==> config.mk <==
export PLATFORM = sky130hd
export DESIGN_NAME = acc_reg_bank
export DESIGN_NICKNAME = d
export VERILOG_FILES = /design/src/rtl/acc_reg_bank.sv
export SDC_FILE = /design/constraint.sdc
export NUM_CORES = 1
export LEC_CHECK = 0
export BUFFER_PORTS_ARGS = -buffer_cell sky130_fd_sc_hd__buf_2
export CAP_MARGIN = 20
export CORE_MARGIN = 4
export CORE_UTILIZATION = 55
export CTS_CLUSTER_SIZE = 20
export DETAILED_ROUTE_END_ITERATION = 10
export GPL_ROUTABILITY_DRIVEN = 0
export PLACE_DENSITY = 0.86
export SYNTH_ARGS = -nofsm -noshare
export SYNTH_HDL_FRONTEND = slang
export SYNTH_SLANG_ARGS = --single-unit
==> constraint.sdc <==
create_clock -name clk -period 2.7 [get_ports clk]
set_input_delay 0.135 -clock clk [delete_from_list [all_inputs] [get_ports clk]]
set_output_delay 0.135 -clock clk [all_outputs]
set_load 0.02 [all_outputs]
==> src/rtl/acc_reg_bank.sv <==
// Accumulator-centric register bank with two operand read ports.
// Reg 0 is the accumulator; the other registers are general purpose.
// A clear sequencer sweeps every register to zero, from the top index
// down to 0, and reports busy/done. Ops that arrive mid-sweep are dropped
// and flagged on wr_drop.
module acc_reg_bank #(
    parameter int DW = 8,
    parameter int PW = 4
) (
    input  logic          clk,
    input  logic          reset_n,
    input  logic          LUTSet,
    input  logic          regWrite,
    input  logic          regGet,
    input  logic          regSet,
    input  logic          clr_req,
    input  logic [DW-1:0] writeData,
    input  logic [DW-1:0] LUTaddr,
    input  logic [PW-1:0] opRegAddr,
    input  logic [PW-1:0] opRegAddrB,
    output logic [DW-1:0] accData,
    output logic [DW-1:0] opRegData,
    output logic [DW-1:0] opRegDataB,
    output logic          busy,
    output logic          clr_done,
    output logic          wr_drop
);

    localparam int DEPTH = 1 << PW;

    typedef enum logic [1:0] {IDLE, CLEAR, DONE} state_t;

    state_t        state;
    state_t        state_next;
    logic [PW-1:0] idx;
    logic [DW-1:0] regs [DEPTH];

    logic          any_op;
    logic          ops_open;
    logic          wr_en;
    logic [PW-1:0] wr_addr;
    logic [DW-1:0] wr_val;

    assign any_op = LUTSet | regWrite | regGet | regSet;

    // State register and sweep index; idx stops at 0 because the FSM leaves CLEAR there
    always_ff @(posedge clk or negedge reset_n) begin
        if (!reset_n) begin
            state <= IDLE;
            idx   <= '0;
        end else begin
            state <= state_next;
            if (state == IDLE && clr_req) begin
                idx <= '1;
            end else if (state == CLEAR && idx != '0) begin
                idx <= idx - 1'b1;
            end
        end
    end

    // Next-state: clr_req only starts a sweep from IDLE; DONE always returns to IDLE
    always_comb begin
        state_next = state;
        case (state)
            IDLE:    if (clr_req) state_next = CLEAR;
            CLEAR:   if (idx == '0) state_next = DONE;
            DONE:    state_next = IDLE;
            default: state_next = IDLE;
        endcase
    end

    // Outputs and the single storage write port: sweep clear, or one prioritised op
    always_comb begin
        busy     = (state == CLEAR);
        clr_done = (state == DONE);
        ops_open = (state == DONE) || (state == IDLE && !clr_req);
        wr_en    = 1'b0;
        wr_addr  = '0;
        wr_val   = '0;
        if (state == CLEAR) begin
            wr_en   = 1'b1;
            wr_addr = idx;
        end else if (ops_open) begin
            if (LUTSet) begin
                wr_en  = 1'b1;
                wr_val = LUTaddr;
            end else if (regWrite) begin
                wr_en  = 1'b1;
                wr_val = writeData;
            end else if (regGet) begin
                // GET from addr 0 rewrites acc with itself, i.e. leaves it unchanged
                wr_en  = 1'b1;
                wr_val = regs[opRegAddr];
            end else if (regSet) begin
                // SET to addr 0 would copy acc onto itself, so it is simply suppressed
                wr_en   = (opRegAddr != '0);
                wr_addr = opRegAddr;
                wr_val  = regs[0];
            end
        end
    end

    // Registered drop flag: pulses the cycle after an op is refused during a sweep
    always_ff @(posedge clk or negedge reset_n) begin
        if (!reset_n) begin
            wr_drop <= 1'b0;
        end else begin
            wr_drop <= (state == CLEAR) && any_op;
        end
    end

    // Register storage
    always_ff @(posedge clk or negedge reset_n) begin
        if (!reset_n) begin
            for (int i = 0; i < DEPTH; i++) begin
                regs[i] <= '0;
            end
        end else if (wr_en) begin
            regs[wr_addr] <= wr_val;
        end
    end

    assign accData    = regs[0];
    assign opRegData  = regs[opRegAddr];
    assign opRegDataB = regs[opRegAddrB];

endmodule

Word level (Yosys, flattened, before mapping)
Cells that the tools add are included.
Operators by class
  reduce and logical (&&, ||, !) cells: 13
  bitwise gates (word level): 6
  equality and inequality tests: 4
  mux-type cells: 32
  add/subtract/negate cells: 1
  $lt $le $gt $ge: 4
Operators with widths (number)
  $bwmux 128: 1
  $mux 8: 11
  $bmux 8 s4: 2
  $demux 8 s4: 1
  $mux 4: 8
  $ge 5x5->1 const B: 3
  $not 4->5: 3
  $reduce_bool 4->1: 2
  $mux 1: 6
  $logic_and 1x1->1: 5
  $lt 5x1->1 const B: 1
  $logic_not 4->1: 1
  $mux 2: 2
  $pmux 2 s2: 1
  $sub 4x1->4 const B: 1
  $or 1x1->1: 3
  $eq 2x1->1 const B: 1
  $eq 2x2->1 const B: 1
  $logic_not 2->1: 1
  $ne 2x1->1 const B: 1
  $ne 2x2->1 const B: 1
  $reduce_and 2->1: 1
  $reduce_bool 2->1: 1
  $logic_not 1->1: 1
  $logic_or 1x1->1: 1
Word-level totals
  output and inout bits: 27
  input bits: 31
  flip-flop bits (word level): 135
  logic and storage cells: 79

Depth between registers and ports, before layout
  word-level depth: 12
  mapped depth: 10
  mapped depth without buffers: 8

Worst setup path after synthesis
No wires, ideal clock.
  path type: reg-to-reg
  start point: register state[1]
  end point: register regs[10] (netlist bit)
  data required time: 2.575 ns
  arrival time: 2.101 ns
  path slack: 0.474 ns
  stages on the path, launching flop included: 9
  path through: dfrtp_1 > nand2b_4 > buf_6 > and3_1 > buf_6 > a22o_1 > or4_1 > buf_6 > mux2_4
Between the ends
  longest elaborated chain between the ends: 11
  elaborated cells between the ends (all ways): 18
  those cells by class: 2 x order compare; 2 x eq/ne; 9 x mux; 1 x bitwise; 4 x reduce/logical
RTL lines
  start: declaration: RTL line 33  | state_t state;
  start signal: assignment: RTL line 52  | state <= state_next;
  $logic_not 2->1: RTL line 76  | ops_open = (state == DONE) || (state == IDLE && !clr_req);
  $logic_and 1x1->1: RTL line 76
  $logic_or 1x1->1: RTL line 76
  $mux 4: RTL line 83  | end else if (ops_open) begin
  $mux 4: RTL line 80  | if (state == CLEAR) begin
  $not 4->5 (not written as such): RTL line 119  | regs[wr_addr] <= wr_val;
  $ge 5x5->1 (not written as such) / $lt 5x1->1 (equally long branches): RTL line 119
  $logic_and 1x1->1 (not written as such): RTL line 119
  $mux 8 (not written as such): RTL line 119
  $demux 8 s4: RTL line 119
  $bwmux 128: RTL line 119
  end signal: indexed assignment: RTL line 119
  end: declaration: RTL line 36  | logic [DW-1:0] regs [DEPTH];
Several ways; a longest one is shown, not always the timed one.
A chain may end at the register's enable or synchronous reset.

Worst setup path in the final report
  start point: register state[1]
  end point: register regs[40] (netlist bit)
Same word-level chain as after synthesis.

==> results by group <==
Run status
  – Run status: completed

Drt
  – DR WL/cell: 26.75 um
  – DRT Pass-1 Iters: 6
  – Vias post-DR: approximately 6k
  – DRT antenna net count: 0
  – Number of vias per cell after detailed routing: between 7 and 8
  – Initial DRC count: 818
  – Final routed DRC violation total: 0
  – Wire length reported by the detailed router: 23.16 mm

Timing
  – Final clock period utilization by the worst path: 94.84%
  – Final hold slack: 0.05730 ns
  – Maximum clock frequency: 390.5 MHz
  – Count of pins over their slew limit: 0
  – Worst slew slack as a fraction of its limit: 25.01%
  – Unrepaired setup endpoints after global routing: false
  – Setup clock skew after layout: around 0.0092 ns
  – Final Hold Fails: 0
  – # setup viols final: 0
  – Setup TNS after final layout: 0 ns
  – Slew at the pin closest to its max-slew limit: approximately 1.1 ns
  – Crit path time final: roughly 2.6 ns

Final layout
  – Seq. cell area: 3378 um^2
  – Share of the core filled with cells in the final layout: 65.14%
  – Area occupied by multi-input gates: ~4200 um^2
  – Final net count: 706
  – Fill cell count: about 990
  – N_diodes: 0
  – Layout Area Growth over Synthesis: 14.51%
  – Layout cells sized above 1: ~47%

Synthesis
  – Ys flop type: sky130_fd_sc_hd__dfrtp_1
  – Number of enable flip-flop cells after synthesis: 0
  – Count of warnings emitted by yosys: 0
  – FFs w/ async S/R, synth: 100.0%
  – #FFs+latches synth: 135
  – Mapped Area: 8019 um^2
  – Post-synthesis net count: 637
  – Sequential element share of the synthesized area: 42.13%
  – Syn avg cell area: 13.25 um^2
  – Number of different library cells in the post-synthesis netlist: 58
  – Synthesized instance count: around 610

Worst setup path
  – Maximum fanout along the worst path: 12
  – Sum of buffers and inverters on the critical path: 2
  – Top delay family on crit path: simple AND/OR/NAND/NOR gates
  – Worst EP required: 3.01 ns
  – Crit path DAT: 2.87 ns
  – Crit path kind: reg2reg
  – Worst setup slack for register-to-register paths: 0.14 ns
  – CP Cell Sequence: inv_2 -> nand2_1 -> inv_1 -> and2_1 -> a211o_1 -> or3_2 -> mux2_1
  – Critical Path Sink Type: register
  – Delay of the slowest cell on the worst path: 0.74 ns
  – Startpoint type of the worst setup path: register
  – Slowest CP cell: sky130_fd_sc_hd__or3_2

GRT
  – Maximum number of pins on one net before global-route repair: 58
  – Gr usage total: 28.85%
  – Initial antenna violation count: 0
  – Vias in the first global route: 6265
  – Global-route wire length before repair: roughly 36 mm
  – Grt total ovfl: 0

Floorplanning
  – Row count: 43
  – Initial core utilization: 56.89%
  – DIE HEIGHT: between 100 and 150 um
  – Area inside the core boundary: 14100 um^2
  – Width of the die: 128.7 um
  – Area enclosed by the die boundary: ~17000 um^2
  – Number of placed I/O pins: 58

Pwr
  – Cell leakage power: between 4 and 5 nW
  – Pwr per Cell Area: a little over 1000 nW/um^2
  – Worst vdd ir: 0.5830 mV

Place
  – Detail Placement HPWL: between 15 and 20 mm
  – Port Buf Inserts: 57

Clocking
  – Insertion delay to the later sink of the worst-skew pair: roughly 0.43 ns
  – Number of clock sinks: 135
  – H-tree Lvls: 4
  – Root buffer cell: sky130_fd_sc_hd__clkbuf_16
  – Total clock buffers created by CTS: 17
  – Clock-pin slew on the worst setup and hold paths: around 0.060 ns
  – Max Root-Sink Buffers: 2
  – Clock tree from TritonCTS: done

Worst hold path
  – Min-delay worst type: in2reg

Job
  – Max cap viols: 0
-- cells in the mapped netlist, types with 2 or more instances --
cell | n | area share (%)
sky130_fd_sc_hd__a32o_1 | 4 | 0.50
sky130_fd_sc_hd__mux2_2 | 84 | 12
sky130_fd_sc_hd__nor2b_1 | 8 | 0.62
sky130_fd_sc_hd__buf_4 | 10 | 0.94
sky130_fd_sc_hd__clkbuf_1 | 19 | 0.89
sky130_fd_sc_hd__a211o_1 | 5 | 0.55
sky130_fd_sc_hd__or4b_2 | 2 | 0.25
sky130_fd_sc_hd__mux2i_1 | 23 | 2.9
sky130_fd_sc_hd__nor2_1 | 9 | 0.42
sky130_fd_sc_hd__o2bb2ai_1 | 2 | 0.22
sky130_fd_sc_hd__nor3_1 | 2 | 0.12
sky130_fd_sc_hd__a211oi_1 | 6 | 0.56
sky130_fd_sc_hd__o221ai_1 | 5 | 0.55
sky130_fd_sc_hd__mux4_2 | 61 | 17
sky130_fd_sc_hd__nor4_1 | 2 | 0.16
sky130_fd_sc_hd__a22o_1 | 3 | 0.33
sky130_fd_sc_hd__o21ai_1 | 13 | 0.81
sky130_fd_sc_hd__buf_2 | 11 | 0.69
sky130_fd_sc_hd__o21a_1 | 2 | 0.19
sky130_fd_sc_hd__a21oi_1 | 19 | 1.2
sky130_fd_sc_hd__mux2_4 | 24 | 4.5
sky130_fd_sc_hd__or3_1 | 6 | 0.47
sky130_fd_sc_hd__buf_1 | 3 | 0.14
sky130_fd_sc_hd__inv_1 | 11 | 0.51
sky130_fd_sc_hd__nand2b_1 | 10 | 0.78
sky130_fd_sc_hd__nor3_4 | 2 | 0.41
sky130_fd_sc_hd__dfrtp_1 | 135 | 42
sky130_fd_sc_hd__nor2_2 | 6 | 0.47
sky130_fd_sc_hd__mux2_1 | 5 | 0.70
sky130_fd_sc_hd__a2111o_1 | 2 | 0.28
sky130_fd_sc_hd__o22ai_1 | 4 | 0.31
sky130_fd_sc_hd__nand2_1 | 45 | 2.1
sky130_fd_sc_hd__o211a_1 | 2 | 0.25
sky130_fd_sc_hd__o21ai_0 | 10 | 0.62
sky130_fd_sc_hd__o211ai_1 | 6 | 0.56
sky130_fd_sc_hd__buf_6 | 12 | 1.7
sky130_fd_sc_hd__or4_1 | 2 | 0.19
sky130_fd_sc_hd__and2_1 | 5 | 0.39
sky130_fd_sc_hd__nand3_1 | 5 | 0.31
sky130_fd_sc_hd__a221o_1 | 2 | 0.25
-- where the power goes --
part	internal, W	switching [W]
Sequential	0.00276	0.000711
Combinational	0.00180	0.00169
Clock	0.00154	0.000873
-- what timing repair did --
item                                   4_1_cts  5_1_grt
setup buffers                                0        0
setup endpoints to repair                    0        7
endpoints found under the hold margin       56        0
hold buffers                                 2        0
gates resized for setup                      0        2
-- final cells by class --
| type | count | area share (%) |
|---|---|---|
| multi-input cells | 403 | 46.27 |
| flip-flops and latches | 135 | 36.79 |
| repair buffers | 105 | 7.385 |
| clock buffers | 22 | 5.273 |
| well taps | 180 | 2.453 |
| clock inverters | 9 | 1.335 |
| inverters | 12 | 0.4905 |
-- worst register-to-register path, stage by stage (launching register included) --
cell and delay [ns]:
sky130_fd_sc_hd__dfrtp_1 0.38, sky130_fd_sc_hd__inv_2 0.07, sky130_fd_sc_hd__nand2_1 0.12, sky130_fd_sc_hd__inv_1 0.18, sky130_fd_sc_hd__and2_1 0.26, sky130_fd_sc_hd__a211o_1 0.31
sky130_fd_sc_hd__or3_2 0.74, sky130_fd_sc_hd__mux2_1 0.39
-- sequential cells by signal (all words and copies together) (netlist names) --
name     flops
regs       120
accData      8
idx          4
state        2
wr_drop      1
-- cell families after synthesis --
group,share of synthesized area (%)
xor+xnor,0.1092
flops,42.13
simple gates,7.646
mux,36.99
buf+inv,4.899
compound gates,8.067
fa+ha+maj,0.1560
-- path summary, 6_finish.rpt --
check | startpoint | end | cells after the start
max in group asynchronous | reset_n | regs[119] | 3
setup / recovery | state[1] | regs[40] | 7
min in group asynchronous | reset_n | regs[26] | 2
hold / removal | regGet | wr_drop | 3
setup reg to reg | state[1] | regs[40] | 7
hold reg to reg | regs[104] | regs[104] | 2
-- routing by layer --
metal  track usage [%]  part of all wire, %
met2             44.57                   47
met3             7.638                   10
met1             37.78                   38
met5                 0                    0
met4             14.76                  5.4
-- layout by cell type (no fill, tap or decap), drive strengths merged, types with 5 or more instances in the layout --
cell / synthesis / layout
dfrtp: 135 / 135
mux2: 113 / 113
buf: 36 / 103
mux4: 61 / 61
nand2: 45 / 45
mux2i: 23 / 23
o21ai: 23 / 23
clkbuf: 19 / 22
a21oi: 19 / 19
nor2: 15 / 15
inv: 12 / 12
nand2b: 11 / 11
nor2b: 8 / 8
a211oi: 7 / 7
o211ai: 6 / 6
and2: 6 / 6
or3: 6 / 6
nand3: 6 / 6
o221ai: 5 / 5
a211o: 5 / 5
clkinv: 0 / 5
-- through the flow --
step / cells / instance area [um^2] / worst slack (ns) / power, W
finish: 866 / 9183 / 0.1395 / 0.009367
detailed placement: 833 / 8554 / 0.1628 / 0.006823
floorplan: 605 / 8019 / 0.4737 / 0.005756
CTS: 866 / 9181 / 0.1415 / 0.009274
global placement: 833 / 8554 / 0.1944 / 0.006611
global route: 866 / 9183 / 0.009923 / 0.009720
Power figures use the tool's default switching activity.
